File: config.mk
export PLATFORM = sky130hd
export DESIGN_NAME = fifo_ctrl_flat
export DESIGN_NICKNAME = d
export VERILOG_FILES = /design/src/rtl/fifo_ctrl_pkg.sv /design/src/rtl/fifo_ctrl_if.sv /design/src/rtl/fifo_ctrl.sv /design/src/flat_wrapper.sv
export SDC_FILE = /design/constraint.sdc
export NUM_CORES = 1
export LEC_CHECK = 0
export BUFFER_PORTS_ARGS = -buffer_cell sky130_fd_sc_hd__buf_2
export CORE_AREA = 3 3 49 51
export CTS_CLUSTER_SIZE = 12
export DETAILED_ROUTE_END_ITERATION = 8
export DIE_AREA = 0 0 52 54
export GPL_TIMING_DRIVEN = 0
export HOLD_SLACK_MARGIN = 0.02
export PLACE_DENSITY = 0.66
export SLEW_MARGIN = 20
export SYNTH_ARGS = -nofsm -noshare
export SYNTH_HDL_FRONTEND = slang
export SYNTH_SLANG_ARGS = --single-unit
File: constraint.sdc
create_clock -name clk -period 2.8 [get_ports clk]
set_input_delay 0.14 -clock clk [delete_from_list [all_inputs] [get_ports clk]]
set_output_delay 0.14 -clock clk [all_outputs]
set_load 0.005 [all_outputs]
File: src/rtl/fifo_ctrl_pkg.sv
// Shared constants for the UART RX/TX buffers and their register file.
// The default address width, depth and almost-full threshold live here so that
// fifo_ctrl instances and the register file beside them agree on sizing.
// Ports: none (package).
package fifo_ctrl_pkg;

  localparam int FIFO_W        = 3;
  localparam int FIFO_DEPTH    = 2 ** FIFO_W;
  localparam int FIFO_AF_LEVEL = 6;

  // Accepted-operation code, formed as {push_ok, pop_ok}.
  typedef enum logic [1:0] {
    OP_HOLD = 2'b00,
    OP_POP  = 2'b01,
    OP_PUSH = 2'b10,
    OP_BOTH = 2'b11
  } fifo_op_e;

endpackage

File: src/rtl/fifo_ctrl_if.sv
// Handshake and status bundle between the UART datapath and fifo_ctrl.
// master : UART datapath side (issues wr/rd, observes addresses and flags).
// slave  : fifo_ctrl side.
// Signals: wr, rd (requests); wr_en, w_addr, r_addr (register file control);
//          empty, full, almost_full, count (status); ovf, udf (error pulses).
interface fifo_ctrl_if
  import fifo_ctrl_pkg::*;
#(
  parameter int W = FIFO_W
) ();

  logic         wr;
  logic         rd;
  logic         wr_en;
  logic [W-1:0] w_addr;
  logic [W-1:0] r_addr;
  logic         empty;
  logic         full;
  logic         almost_full;
  logic [W:0]   count;
  logic         ovf;
  logic         udf;

  modport master (
    output wr, rd,
    input  wr_en, w_addr, r_addr, empty, full, almost_full, count, ovf, udf
  );

  modport slave (
    input  wr, rd,
    output wr_en, w_addr, r_addr, empty, full, almost_full, count, ovf, udf
  );

endinterface

File: src/rtl/fifo_ctrl.sv
// Pointer and flag controller for a 2**W-entry register-file FIFO.
// Ports:
//   clk  - system clock, rising edge
//   rst  - asynchronous active-high reset
//   bus  - fifo_ctrl_if slave: wr/rd requests in; wr_en (combinational),
//          w_addr/r_addr, empty, full, almost_full, count, ovf, udf out
//          (all registered).
// The register file reads r_data combinationally at r_addr, so the head entry
// is visible before rd is asserted and a pop completes in the same cycle.
module fifo_ctrl
  import fifo_ctrl_pkg::*;
#(
  parameter int W        = FIFO_W,
  parameter int AF_LEVEL = FIFO_AF_LEVEL
) (
  input  logic      clk,
  input  logic      rst,
  fifo_ctrl_if.slave bus
);

  localparam logic [W-1:0] PTR_ONE = W'(1);
  localparam logic [W:0]   CNT_ONE = (W + 1)'(1);
  localparam logic [W:0]   AF_THR  = (W + 1)'(AF_LEVEL);

  logic [W-1:0] w_ptr, w_ptr_nxt;
  logic [W-1:0] r_ptr, r_ptr_nxt;
  logic [W:0]   count_q, count_nxt;
  logic         empty_q, empty_nxt;
  logic         full_q, full_nxt;
  logic         af_q;
  logic         ovf_q;
  logic         udf_q;
  logic         push_ok;
  logic         pop_ok;
  fifo_op_e     op;

  // A push into a full FIFO is still accepted when a pop frees the same slot
  // in this cycle; the register file write lands at the edge, after the read.
  assign push_ok = bus.wr & (~full_q | bus.rd);
  assign pop_ok  = bus.rd & ~empty_q;
  assign op      = fifo_op_e'({push_ok, pop_ok});

  always_comb begin
    w_ptr_nxt = w_ptr;
    r_ptr_nxt = r_ptr;
    count_nxt = count_q;
    empty_nxt = empty_q;
    full_nxt  = full_q;
    case (op)
      OP_PUSH: begin
        w_ptr_nxt = w_ptr + PTR_ONE;
        count_nxt = count_q + CNT_ONE;
        empty_nxt = 1'b0;
        full_nxt  = ((w_ptr + PTR_ONE) == r_ptr);
      end
      OP_POP: begin
        r_ptr_nxt = r_ptr + PTR_ONE;
        count_nxt = count_q - CNT_ONE;
        full_nxt  = 1'b0;
        empty_nxt = ((r_ptr + PTR_ONE) == w_ptr);
      end
      OP_BOTH: begin
        w_ptr_nxt = w_ptr + PTR_ONE;
        r_ptr_nxt = r_ptr + PTR_ONE;
      end
      default: ;
    endcase
  end

  always_ff @(posedge clk or posedge rst) begin
    if (rst) begin
      w_ptr   <= '0;
      r_ptr   <= '0;
      count_q <= '0;
      empty_q <= 1'b1;
      full_q  <= 1'b0;
      af_q    <= 1'b0;
      ovf_q   <= 1'b0;
      udf_q   <= 1'b0;
    end else begin
      w_ptr   <= w_ptr_nxt;
      r_ptr   <= r_ptr_nxt;
      count_q <= count_nxt;
      empty_q <= empty_nxt;
      full_q  <= full_nxt;
      af_q    <= (count_nxt >= AF_THR);
      ovf_q   <= bus.wr & full_q & ~bus.rd;
      udf_q   <= bus.rd & empty_q;
    end
  end

  assign bus.wr_en       = push_ok;
  assign bus.w_addr      = w_ptr;
  assign bus.r_addr      = r_ptr;
  assign bus.count       = count_q;
  assign bus.empty       = empty_q;
  assign bus.full        = full_q;
  assign bus.almost_full = af_q;
  assign bus.ovf         = ovf_q;
  assign bus.udf         = udf_q;

endmodule

File: src/flat_wrapper.sv
// flat-port wrapper written by rule: the top's interface ports become plain ports
module fifo_ctrl_flat import fifo_ctrl_pkg::*;
#(
  parameter int W        = FIFO_W,
  parameter int AF_LEVEL = FIFO_AF_LEVEL
)
  (clk, rst, bus_wr, bus_rd, bus_wr_en, bus_w_addr, bus_r_addr, bus_empty, bus_full, bus_almost_full, bus_count, bus_ovf, bus_udf);
  fifo_ctrl_if #(.W(W)) bus_i ();
  input  logic clk;
  input  logic rst;
  input wire logic [$bits(bus_i.wr)-1:0] bus_wr;
  input wire logic [$bits(bus_i.rd)-1:0] bus_rd;
  output wire logic [$bits(bus_i.wr_en)-1:0] bus_wr_en;
  output wire logic [$bits(bus_i.w_addr)-1:0] bus_w_addr;
  output wire logic [$bits(bus_i.r_addr)-1:0] bus_r_addr;
  output wire logic [$bits(bus_i.empty)-1:0] bus_empty;
  output wire logic [$bits(bus_i.full)-1:0] bus_full;
  output wire logic [$bits(bus_i.almost_full)-1:0] bus_almost_full;
  output wire logic [$bits(bus_i.count)-1:0] bus_count;
  output wire logic [$bits(bus_i.ovf)-1:0] bus_ovf;
  output wire logic [$bits(bus_i.udf)-1:0] bus_udf;
  assign bus_i.wr = bus_wr;
  assign bus_i.rd = bus_rd;
  assign bus_wr_en = bus_i.wr_en;
  assign bus_w_addr = bus_i.w_addr;
  assign bus_r_addr = bus_i.r_addr;
  assign bus_empty = bus_i.empty;
  assign bus_full = bus_i.full;
  assign bus_almost_full = bus_i.almost_full;
  assign bus_count = bus_i.count;
  assign bus_ovf = bus_i.ovf;
  assign bus_udf = bus_i.udf;
  fifo_ctrl #(.W(W), .AF_LEVEL(AF_LEVEL)) u_core (.clk(clk), .rst(rst), .bus(bus_i));
endmodule
==> impl_metrics.tcl, run 1 <==
set metrics [dict create \
    status "finished clean" \
    whs_ns 0.06689 \
    die_h_um 54 \
    cts_buffer_depth 2 \
    postCtsSetupBuffers 0 \
    yosys.area.top_type_share_pct 44.30 \
    tritoncts "built" \
    place_congestion 0.7263 \
    setup-tns-final_ns 0 \
    rows 16 \
    vias 559 \
    ys_ff_latch 15 \
    path_class "reg2reg" \
    cts_hold_buffers 1 \
    synth.distinct_cells 25 \
    max_stage_delay_ns 0.39 \
    syn_area_um2 790.8 \
    worstMarginPinSlew_ns 0.5663 \
    min_period_ns 2.217 \
    placed_cells 117 \
    nets 105 \
    cap_viol_max_count 0 \
    rsz0062_at_grt "false" \
    syn_inst 71 \
    yosysWarnings 0 \
    grt_max_degree 16 \
    clkSinkCount 15 \
    die-area_um2 2808 \
    syn2layout_area_growth_pct 20.89 \
    finalHoldViolCount 0 \
    post_drt_wl_per_cell_um 11.39 \
    setup_violations 0 \
    overflow 0 \
    post_cts_resized 0 \
    portBuffers 19 \
    synth_xor_area_share_pct 15.51 \
    timing.slew.headroom_pct 62.21 \
    seq_area_frac_synth_pct 47.63 \
    start_kind "flop" \
    drt_iter0_markers 3 \
    fin_cells 122 \
    leakagePower_uw 0.0004707 \
    cp-end-kind "flop" \
    hpwl_um 1037 \
    synth_fp_nets 80 \
    final_layout_size_suffix_gt1_share_pct 29.47 \
    syn_avg_cell_area_um2 11.14 \
    drt_wl_total_um 1390 \
    cp_max_fo 5 \
    viasPerCell 4.582 \
    synth_most_common_cell "dfrtp_1" \
    synth_common_cells "dfrtp_1 (14), xnor2_1 (9), nand2_1 (7)" \
    async_flop_share_pct 100.0 \
    synth-edff-count 0 \
    grtUsageTotal_pct 12.09 \
    clk_latency_ns 0.28 \
    path_common_cell "ha_1" \
    grt_pass1_vias 585 \
    slowest_stage "dfstp_2" \
    antenna_found_initial 0 \
    synth_area_leaders "dfrtp_1 (44%), xnor2_1 (10%), ha_1 (7.9%)" \
    clkTransAtPathRegs_ns 0.08 \
    drc_errors 0 \
    initial_core_util_pct 39.90 \
    synthAdderAreaFrac_pct 7.911 \
    final.period_utilization_pct 79.17 \
    cts_max_level 1 \
    drv_slew 0 \
    cts_root_buffer "clkbuf_4" \
    postRouteAntennaNets 0 \
    die_w_um 52 \
    peakVddDrop_mv 0.5042 \
    io_pins 20 \
    synth_compound_area_share_pct 8.070 \
    first_pass_iters 2 \
    synth_top_family_by_area "XOR/XNOR gates" \
    path_cells "nor2b_1 -> ha_1 -> xor2_1 -> ha_1 -> mux2_4 -> nand2_1 -> a21o_1 -> o2111ai_2" \
    yosys_most_used_dff "dfrtp_1" \
    holdCritPathClass "in2reg" \
    core_area_um2 1982 \
    cp.arrival_ns 2.38 \
    n_antenna_cell 0 \
    finalClockSkew_ns 0.0009841 \
    cp.required_ns 2.96 \
    synth_area_leader_cell "dfrtp_1" \
    synth-simple-area-share_pct 13.61 \
    cts_inserted_buffers 3 \
    maxClockFrequency_ghz 0.4511 \
    cellPowerDensity_nw_per_um2 1153 \
    grt_pass1_wl_um 2408 \
    muxShareOfSynthArea_pct 4.747 \
]
==> power breakdown <==
group          total [µW]  internal (µW)  switching [µW]
combinational         557            310             246
clock                 123           55.4            67.8
sequential            422            318             104
total                1100            684             418
==> routing by layer <==
metal | GRT usage, % | share of wire [%] | up-vias
li1 | - | - | 283
met1 | 14.12 | 47 | 251
met2 | 19.46 | 43 | 20
met3 | 2.493 | 6.6 | 5
met4 | 9.170 | 3.1 | 0
met5 | 0 | 0 | -
==> cells by family after synthesis <==
kind of cell,Yosys count
compound gates,8
fa+ha+maj,5
flops,15
simple gates,21
mux,3
buf+inv,5
xor+xnor,14
==> critical path: cells and delay by family (launching register included) <==
| kind | cells | cell delay (ns) |
|---|---|---|
| xor gates and xnor gates | 1 | 0.17 |
| DFF | 1 | 0.39 |
| adders and majority gates | 2 | 0.59 |
| and+or+nand+nor | 2 | 0.45 |
| AOI/OAI and AO/OA | 2 | 0.21 |
| muxes | 1 | 0.28 |
==> path summary, 6_finish.rpt <==
| kind | from | cells after the start | slack, ns | to |
|---|---|---|---|---|
| max in group asynchronous | rst | 3 | 1.99 | u_core.bus.empty |
| worst min-delay path | bus_wr | 3 | 0.07 | u_core.bus.ovf |
| worst max register to register | u_core.bus.empty | 8 | 0.58 | u_core.bus.almost_full |
| min in group asynchronous | rst | 3 | 0.44 | u_core.bus.udf |
| worst min register to register | u_core.bus.empty | 2 | 0.51 | u_core.bus.empty |
| worst max-delay path | u_core.bus.empty | 8 | 0.58 | u_core.bus.almost_full |
==> flip-flops by register name, indices dropped and copies added, names as in the netlist <==
register	flops
u_core.bus.almost_full	1
u_core.bus.udf	1
u_core.bus.ovf	1
u_core.bus.r_addr	3
u_core.bus.count	4
u_core.bus.empty	1
u_core.bus.w_addr	3
u_core.bus.full	1
==> layout by cell type (no fill, tap or decap), drive strengths merged <==
cell	Yosys	final
nand2b	3	3
inv	4	4
a21oi	1	1
o2111ai	1	1
buf	1	20
a211o	1	1
a21o	2	2
a32o	1	1
nor3	1	1
nand4b	1	1
nand2	7	7
clkbuf	0	4
nor2	3	3
nor2b	2	2
dfstp	1	1
and3b	1	1
dfrtp	14	14
xor2	5	5
xnor2	9	9
mux2	3	3
nand3	2	2
and2	1	1
dlygate4sd3	0	1
ha	5	5
o21ai	2	2
==> area by class of cell <==
type                    instances  area (µm²)
plain buffers                   1       5.005
fillers                       186        1026
flip-flops and latches         15       376.6
clock buffers                   4       26.28
well taps                      27       33.78
multi-input cells              51       394.1
repair buffers                 20       105.1
inverters                       4       15.01
==> metrics by stage <==
step / worst slack [ns] / total power (µW) / area (µm²) / util, %
finish: 0.5833 / 1102 / 955.9 / 48.23
global route: 0.3850 / 1229 / 955.9 / 48.23
CTS: 0.5591 / 1128 / 955.9 / 48.23
detailed placement: 0.5879 / 995.3 / 919.6 / 46.40
global placement: 0.6130 / 980.4 / 919.6 / 46.40
floorplan: 0.8149 / 828.8 / 790.8 / -
(Power assumes the default switching activity.)
==> run 2: changes to the inputs <==
Settings changed: PLACE_DENSITY 0.66 to 0.68.
Clock period 2.8 ns to 2 ns, I/O delays scaled along.
==> impl_metrics.tcl, run 2 (synthesized netlist as in run 1, its figures left out) <==
set metrics [dict create \
    grt_pass1_wl_um 2449 \
    clkSinkCount 15 \
    antenna_found_initial 0 \
    cap_viol_max_count 0 \
    largest_reg_flops 4 \
    final_cell_mix "buf_2 (20), dfrtp_1 (14), xnor2_1 (9)" \
    nets 110 \
    portBuffers 19 \
    pre_cts_ws_ns -0.2181 \
    cp_num_buf_inv 0 \
    cp.arrival_ns 2.08 \
    maxClockFrequency_ghz 0.5211 \
    cp-end-kind "flop" \
    core_area_um2 1982 \
    cts_max_level 1 \
    drv_slew 0 \
    slowest_stage "dfstp_2" \
    leakagePower_uw 0.0005020 \
    grt_pass1_vias 549 \
    final.period_utilization_pct 95.95 \
    overflow 0 \
    path_depth 8 \
    drt_wl_total_um 1433 \
    die_h_um 54 \
    drc_errors 0 \
    layout_setup_ws_ns 0.08099 \
    place_congestion 0.8024 \
    rows 16 \
    status "finished clean" \
    finalHoldViolCount 0 \
    r2r_cells 8 \
    cts_inserted_buffers 3 \
    clkTransAtPathRegs_ns 0.09 \
    worstMarginPinSlew_ns 0.5577 \
    cp.required_ns 2.16 \
    hold_start "bus_wr" \
    setup-tns-final_ns 0 \
    start_kind "flop" \
    min_period_ns 1.919 \
    viasPerCell 4.598 \
    initial_core_util_pct 39.90 \
    crit_path_start "u_core.bus.empty" \
    hold_depth 3 \
    timing.slew.headroom_pct 62.78 \
    clk_latency_ns 0.28 \
    die_w_um 52 \
    final_common_cell "buf_2" \
    nFillCells 197 \
    postRouteAntennaNets 0 \
    rr_startpoint "u_core.bus.empty" \
    cts_root_buffer "clkbuf_4" \
    rr_endpoint "u_core.bus.almost_full" \
    die-area_um2 2808 \
    cp_max_fo 4 \
    grtUsageTotal_pct 12.24 \
    post_drt_wl_per_cell_um 11.28 \
    io_pins 20 \
    n_antenna_cell 0 \
    post_dp_cell_area_um2 919.6 \
    holdCritPathClass "in2reg" \
    grt_max_degree 16 \
    first_pass_iters 3 \
    cellPowerDensity_nw_per_um2 1571 \
    cts_buffer_depth 2 \
    syn2layout_area_growth_pct 29.27 \
    tritoncts "built" \
    r2r_slack_ns 0.08 \
    crit_family "flip-flops" \
    setup_violations 0 \
    finalClockSkew_ns 0.004321 \
    final_layout_size_suffix_gt1_share_pct 38.00 \
    final_area_um2 1022 \
    max_stage_delay_ns 0.58 \
    hpwl_um 1048 \
    path_class "reg2reg" \
    drt_iter0_markers 1 \
    peakVddDrop_mv 0.7157 \
    vias 584 \
    path_cells "nor2b_4 -> ha_4 -> xor2_1 -> ha_1 -> mux2_4 -> nand2_2 -> a21o_1 -> o2111ai_2" \
    hold-path-endpoint "u_core.bus.ovf" \
]
## run 2: layout make-up
type                       count  area, µm²  area share [%]
timing repair buffer          25      142.6           13.95
buffer                         1      5.005          0.4896
multi-input combinational     51      422.9           41.37
inverter                       4      15.01           1.469
sequential                    15      376.6           36.84
clock buffer                   4      26.28           2.570
tap                           27      33.78           3.305
## run 2: tightest hold or removal path: stages
cell and delay (ns):
buf_2 0.11, inv_1 0.05, nor2_1 0.04
## run 2: how the worst max path moves through the flow
stage / end / slack, ns
2_1_floorplan: u_core.bus.almost_full / 0.01
3_3_place_gp: u_core.bus.almost_full / -0.19
3_5_place_dp: u_core.bus.almost_full / -0.22
4_1_cts: u_core.bus.almost_full / 0.05
5_1_grt: u_core.bus.almost_full / -0.02
6_report: u_core.bus.almost_full / 0.08
## run 2: timing repair
item,CTS,global route
setup buffers,0,5
hold buffers,1,0
pin swaps,0,4
endpoints found under the hold margin,14,0
setup endpoints to repair,2,2
gates resized for setup,5,2
## run 2: power by group
group	switching [µW]	internal [µW]
clock	92.9	77.4
combinational	364	468
sequential	159	445
total	615	991
## run 2: layer usage
metal  vias up  share of wire (%)  wire length, µm  global-route usage [%]
li1        296                  -                -                       -
met1       267                 47              668                   15.07
met2        16                 46              665                   18.83
met3         5                4.7               68                   3.324
met4         0                2.2               31                   7.860
met5         -                  0                0                       0
## run 2: through the flow
step	total power [µW]	hold slack [ns]	cells	util, %
after floorplan	1160	0.0007636	71	-
after global placement	1371	0.1821	117	46.40
after detailed placement	1398	0.1805	117	46.40
after CTS	1586	0.04106	122	49.37
after global routing	1782	0.04098	127	51.58
final	1606	0.04823	127	51.58
